## config.mk

```make
export PLATFORM = sky130hd
export DESIGN_NAME = acq_sequencer
export DESIGN_NICKNAME = d
export VERILOG_FILES = /design/src/rtl/acq_sequencer.sv
export SDC_FILE = /design/constraint.sdc
export NUM_CORES = 1
export LEC_CHECK = 0
export BUFFER_PORTS_ARGS = -buffer_cell sky130_fd_sc_hd__buf_2
export CAP_MARGIN = 20
export CORE_MARGIN = 2
export CORE_UTILIZATION = 50
export CTS_CLUSTER_SIZE = 14
export DETAILED_ROUTE_END_ITERATION = 7
export GPL_TIMING_DRIVEN = 0
export PLACE_DENSITY = 0.73
export SLEW_MARGIN = 20
export SYNTH_ARGS = -nofsm -noshare
export SYNTH_HDL_FRONTEND = slang
export SYNTH_SLANG_ARGS = --single-unit
```

## constraint.sdc

```tcl
create_clock -name CLK -period 2.7 [get_ports CLK]
set_input_delay 0.135 -clock CLK [delete_from_list [all_inputs] [get_ports CLK]]
set_output_delay 0.135 -clock CLK [all_outputs]
set_load 0.02 [all_outputs]
```

## src/rtl/acq_sequencer.sv

```systemverilog
// acq_sequencer
//    Sequences one capture around the trigger block: fills a pre-trigger
//    window, arms the trigger, records the trigger address, fills the
//    post-trigger window and reports done.
//
// Optional feature macro: AUTO_TRIG_EN
//    Defined     : in ARMED, a TO_W-bit sample counter forces a trigger when
//                  it reaches timeout (auto_mode=1); forced reports it.
//    Not defined : auto_mode/timeout ignored, forced tied to 0.
//
// Ports
//    CLK, nRST            clock (rising edge) and async active-low reset
//    start, abort         single-cycle capture request / cancel
//    decim                clk_en fires every decim+1 cycles while capturing
//    pre_len, post_len    pre/post-trigger sample counts (latched on start)
//    trig_in              trigger block trig_out
//    auto_mode, timeout   forced-trigger controls (AUTO_TRIG_EN)
//    clk_en, wr_en        sample enable and sample-RAM write strobe
//    wr_addr              sample-RAM write address
//    arm                  trigger enable (Start_Write & Enable_Trig)
//    trig_addr            wr_addr value when the trigger was taken
//    busy, done, forced   status
//    state                IDLE=0 PRE=1 ARMED=2 POST=3 DONE=4
//
// state | meaning
// ------+------------------------------------------------
// IDLE  | no capture; waits for start
// PRE   | writing pre-trigger samples, trigger ignored
// ARMED | arm=1, writing samples until trig_in (or timeout)
// POST  | writing post-trigger samples
// DONE  | capture complete, done held until next start/abort

module acq_sequencer #(
   parameter int ADDR_W = 10,
   parameter int TO_W   = 16
) (
   input  logic              CLK,
   input  logic              nRST,
   input  logic              start,
   input  logic              abort,
   input  logic [7:0]        decim,
   input  logic [ADDR_W-1:0] pre_len,
   input  logic [ADDR_W-1:0] post_len,
   input  logic              trig_in,
   input  logic              auto_mode,
   input  logic [TO_W-1:0]   timeout,
   output logic              clk_en,
   output logic              wr_en,
   output logic [ADDR_W-1:0] wr_addr,
   output logic              arm,
   output logic [ADDR_W-1:0] trig_addr,
   output logic              busy,
   output logic              done,
   output logic              forced,
   output logic [2:0]        state
);

   typedef enum logic [2:0] {
      S_IDLE  = 3'd0,
      S_PRE   = 3'd1,
      S_ARMED = 3'd2,
      S_POST  = 3'd3,
      S_DONE  = 3'd4
   } state_t;

   state_t            state_q;
   state_t            state_d;
   logic [7:0]        decim_l;
   logic [7:0]        div_cnt;
   logic [ADDR_W-1:0] pre_len_l;
   logic [ADDR_W-1:0] post_len_l;
   logic [ADDR_W-1:0] pre_cnt;
   logic [ADDR_W-1:0] post_cnt;

   logic active;
   logic next_active;
   logic tick;
   logic post_empty;
   logic en;
   logic start_ok;
   logic auto_hit;
   logic trig_hit;
   logic pre_last;
   logic post_last;

   always_comb begin
      state_d     = state_q;
      active      = (state_q == S_PRE) || (state_q == S_ARMED) || (state_q == S_POST);
      tick        = (div_cnt == decim_l);
      // post_len=0: leave POST at once without writing a sample
      post_empty  = (state_q == S_POST) && (post_cnt == post_len_l);
      en          = active && tick && !abort && !post_empty;
      start_ok    = start && !abort && ((state_q == S_IDLE) || (state_q == S_DONE));
      trig_hit    = (state_q == S_ARMED) && !abort && (trig_in || auto_hit);
      pre_last    = en && (state_q == S_PRE) && ((pre_cnt + ADDR_W'(1)) == pre_len_l);
      post_last   = en && (state_q == S_POST) && ((post_cnt + ADDR_W'(1)) == post_len_l);

      if (abort) begin
         state_d = S_IDLE;
      end else if (start_ok) begin
         state_d = (pre_len == '0) ? S_ARMED : S_PRE;
      end else begin
         case (state_q)
            S_PRE:   if (pre_last) state_d = S_ARMED;
            S_ARMED: if (trig_hit) state_d = S_POST;
            S_POST:  if (post_empty || post_last) state_d = S_DONE;
            default: state_d = state_q;
         endcase
      end

      next_active = (state_d == S_PRE) || (state_d == S_ARMED) || (state_d == S_POST);
   end

   always_ff @(posedge CLK or negedge nRST) begin
      if (!nRST) begin
         state_q <= S_IDLE;
      end else begin
         state_q <= state_d;
      end
   end

   always_ff @(posedge CLK or negedge nRST) begin
      if (!nRST) begin
         decim_l    <= '0;
         pre_len_l  <= '0;
         post_len_l <= '0;
         div_cnt    <= '0;
         pre_cnt    <= '0;
         post_cnt   <= '0;
         wr_addr    <= '0;
         trig_addr  <= '0;
      end else begin
         // divider runs continuously across PRE/ARMED/POST, parked at 0 otherwise
         if (active && next_active) begin
            div_cnt <= tick ? 8'd0 : div_cnt + 8'd1;
         end else begin
            div_cnt <= '0;
         end

         if (start_ok) begin
            decim_l    <= decim;
            pre_len_l  <= pre_len;
            post_len_l <= post_len;
            wr_addr    <= '0;
            pre_cnt    <= '0;
         end else begin
            if (en) begin
               wr_addr <= wr_addr + ADDR_W'(1);
            end
            if (en && (state_q == S_PRE)) begin
               pre_cnt <= pre_cnt + ADDR_W'(1);
            end
            if (trig_hit) begin
               trig_addr <= wr_addr;
               post_cnt  <= '0;
            end else if (en && (state_q == S_POST)) begin
               post_cnt <= post_cnt + ADDR_W'(1);
            end
         end
      end
   end

`ifdef AUTO_TRIG_EN
   logic [TO_W-1:0] to_cnt;
   logic            forced_q;

   assign auto_hit = auto_mode && (to_cnt == timeout);

   always_ff @(posedge CLK or negedge nRST) begin
      if (!nRST) begin
         to_cnt   <= '0;
         forced_q <= 1'b0;
      end else begin
         if (state_q != S_ARMED) begin
            to_cnt <= '0;
         end else if (en) begin
            to_cnt <= to_cnt + TO_W'(1);
         end

         if (start_ok) begin
            forced_q <= 1'b0;
         end else if (trig_hit) begin
            // a real trigger on the same cycle wins over the timeout
            forced_q <= !trig_in;
         end
      end
   end

   assign forced = forced_q;
`else
   logic unused_auto;
   assign unused_auto = ^{auto_mode, timeout};
   assign auto_hit    = 1'b0;
   assign forced      = 1'b0;
`endif

   assign clk_en = en;
   assign wr_en  = en;
   assign arm    = (state_q == S_ARMED);
   assign busy   = active;
   assign done   = (state_q == S_DONE);
   assign state  = state_q;

endmodule

```

==> results.toml <==
[run_status]
status = "completed"

[power_and_ir_drop]
seq_power_share = 0.480
power_density_nw_per_um2 = 558
power_leakage_uw = 0.00251
power_frac_comb = 0.216
vdd_drop_max_mv = 0.274
p_int_uw = 2030
clock_power_share = 0.304
p_sw_uw = 922
p_sw_frac = 0.312

[setup_path]
cp.required_ns = 2.96
startpoint_type = "flop"
arrival_ns = 2.86
cp-end-kind = "flop"
r2r_setup_slack_ns = 0.1
cp_cell_sequence = "ha_1 > nand3_1 > or2_2 > o311ai_0 > o41ai_1 > a31o_2 > a311oi_1"
timing.rr.end = "state[1]"
cpMaxStageDelayCell = "dfrtp_1"
critPathMaxFanout = 7
critPathMaxStageDelay_ns = 0.49
r2r_start = "post_cnt[0]"
critPathKind = "reg2reg"
reg2reg_depth = 7

[global_route]
first_global_vias = 3777
grt-ovfl-total = 0
grt_max_degree = 44
antenna_found_initial = 0
grt_pass1_wl_um = 17900
grt_usage = 0.234

[synthesis]
ys_top_cells_by_area = "dfrtp_1 (46%), nand2_1 (13%), xnor2_1 (6.3%)"
ys.warnings.count = 0
synth_cells = 495
synth_ff_type = "dfrtp_1"
synth.distinct_cells = 55
syn_avg_cell_area_um2 = 8.75
ys_seq_area_frac = 0.457
synth_top_family_by_area = "simple AND/OR/NAND/NOR gates"
synthAdderAreaFrac = 0.0116
synth-edff-count = 0
synth-simple-area-share = 0.290
async_reset_ff_frac = 1.00
ys_seq_elements = 79
yosys.area_share.xor_xnor = 0.0951
synthMuxAreaShare = 0.00693
synth_area_um2 = 4330
synthDominantCellAreaShare = 0.457
synth-compound-area-share = 0.105
synth_top_cell_by_area = "dfrtp_1"
synth_nets = 549

[cells_and_area]
area.sequential_um2 = 1980
nets = 650
multiInputGateArea_um2 = 2220
area_growth_pct = 22.2
fill_cells = 704
stdcell_count = 706
antennaDiodeCount = 0
fin_util = 0.637
drive_gt1_frac = 0.171

[worst_hold_path]
whs_path_depth = 3
hold_end = "pre_len_l[1]"
holdCritStartpoint = "pre_len[1]"
hp-class = "in2reg"

[clock_network]
cts_num_sinks = 79
clk_pin_slew_worst_paths_ns = 0.08
cts_tree = "done"
h-tree-depth = 3
cts_buffer_depth = 2
cts_made_buffers = 9
cts_root_buffer = "clkbuf_8"
clock_latency_ns = 0.36

[routing]
drt_pass1_iterations = 5
avgViaCountPerCell = 5.47
postRouteAntennaNets = 0
drt_iter0_drc = 227
vias = 3864
wirelength_um = 10600
wire_per_inst_um = 15.0
route.detailed.drc = 0

[placed_design]
dp.cells = 660
port_buffers = 59
hpwl_um = 7450
gp_congestion = 0.885

[sta]
setup-violations-final = 0
rsz0062_at_grt = "no"
timing.fmax_mhz = 384
worst_pin_slew_ns = 0.673
post-route-min-period_ns = 2.60
fin_skew_ns = 0.00947
finalHoldViolations = 0
tns_ns = 0
max_slew_margin = 0.550
post-route-period-util = 0.964
slew_viol_final = 0

[die]
ios = 79
die_height_um = 97.1
fp.dieW_um = 97.1
initial_core_util = 0.522
rows = 33
core_area_um2 = 8300
die_area_um2 = 9420

[job]
max_cap_violations = 0
==> cells in the mapped netlist, types with 5 or more instances <==
cell and instances:
nand3_1 21, o31ai_1 8, dfrtp_1 79, or4_1 5, o21ai_0 18, nor2b_1 6
inv_1 6, clkbuf_1 17, or3_1 7, xnor2_1 31, xor2_1 16, and3_1 6
nor4_1 8, nor2_1 27, or2_2 5, nor3_1 5, a21oi_1 11, and2_1 5
nand2_1 145
==> state kept, by name, summed over array words and instances, names as in the netlist <==
register,flops
post_len_l,10
post_cnt,10
state,3
wr_addr,10
div_cnt,8
pre_cnt,10
decim_l,8
pre_len_l,10
trig_addr,10
==> through the flow <==
stage | hold slack, ns | setup slack (ns) | total power (uW) | instance area [um2]
after floorplan | -0.161 | 0.231 | 1850 | 4330
after global placement | 0.326 | 0.209 | 2000 | 4760
after detailed placement | 0.135 | 0.0967 | 2040 | 4780
after global routing | 0.0387 | 0.00345 | 3120 | 5290
after CTS | 0.0123 | 0.151 | 2970 | 5290
final | 0.0311 | 0.0974 | 2950 | 5290
==> cells in the final DEF, fill, tap and decap left out, types with 5 or more instances in the layout <==
master and count:
nor2b_1 6, dlygate4sd3_1 29, or4_1 5, xnor2_1 31, nand3_1 21, a21oi_1 11, and3_1 6, clkbuf_8 10
nand2_1 145, nor4_1 7, clkbuf_1 17, and2_1 5, dfrtp_1 79, nor3_1 5, or3_1 7, buf_2 62
or2_2 5, o31ai_1 8, o21ai_0 18, xor2_1 16, nor2_1 27, inv_1 6
==> final cells by class <==
| cell class | count | area share |
|---|---|---|
| flip-flops and latches | 79 | 0.374 |
| plain buffers | 26 | 0.0239 |
| multi-input cells | 384 | 0.420 |
| clock inverters | 6 | 0.0114 |
| inverters | 6 | 0.00426 |
| clock buffers | 10 | 0.0260 |
| well taps | 105 | 0.0248 |
| repair buffers | 90 | 0.116 |
==> power groups by stage <==
stage	clock [uW]	combinational (uW)	sequential (uW)
floorplan	0	420	1430
global placement	0	567	1440
detailed placement	0	594	1440
CTS	910	638	1420
global route	965	714	1440
finish	897	637	1420
==> cell families after synthesis <==
family / Yosys count
flops: 79
buf+inv: 32
xor+xnor: 47
mux: 3
other cells: 1
compound gates: 64
fa+ha+maj: 4
simple gates: 265
==> worst max-delay path: cells and delay by family (launching register included) <==
kind | cells | cell delay [ns]
fa+ha+maj | 1 | 0.29
compound gates | 4 | 1.07
flops | 1 | 0.49
simple gates | 2 | 0.66
==> per-layer routing <==
metal / up-vias / routed length [um] / share of wire / global-route usage
li1: 1890 / - / - / -
met1: 1831 / 4520 / 0.43 / 0.295
met2: 123 / 5320 / 0.50 / 0.401
met3: 20 / 576 / 0.054 / 0.0396
met4: 0 / 195 / 0.018 / 0.0953
met5: - / 0 / 0 / 0
==> worst max path at each step <==
stage | from | endpoint | slack (ns) | cells after the start
floorplan | state[1] | wr_en | 0.23 | 6
global placement | state[2] | wr_en | 0.21 | 6
detailed placement | state[2] | wr_en | 0.1 | 6
CTS | post_cnt[0] | state[1] | 0.15 | 7
global route | post_cnt[0] | state[1] | 0.003 | 7
finish | post_cnt[0] | state[1] | 0.1 | 7
==> repair_timing <==
item,in CTS,in global routing
resized for setup,2,0
hold buffers,29,0
setup buffers,1,0
endpoints found under the hold margin,64,0
endpoints found under the setup margin,2,0
(Power assumes the default switching activity.)
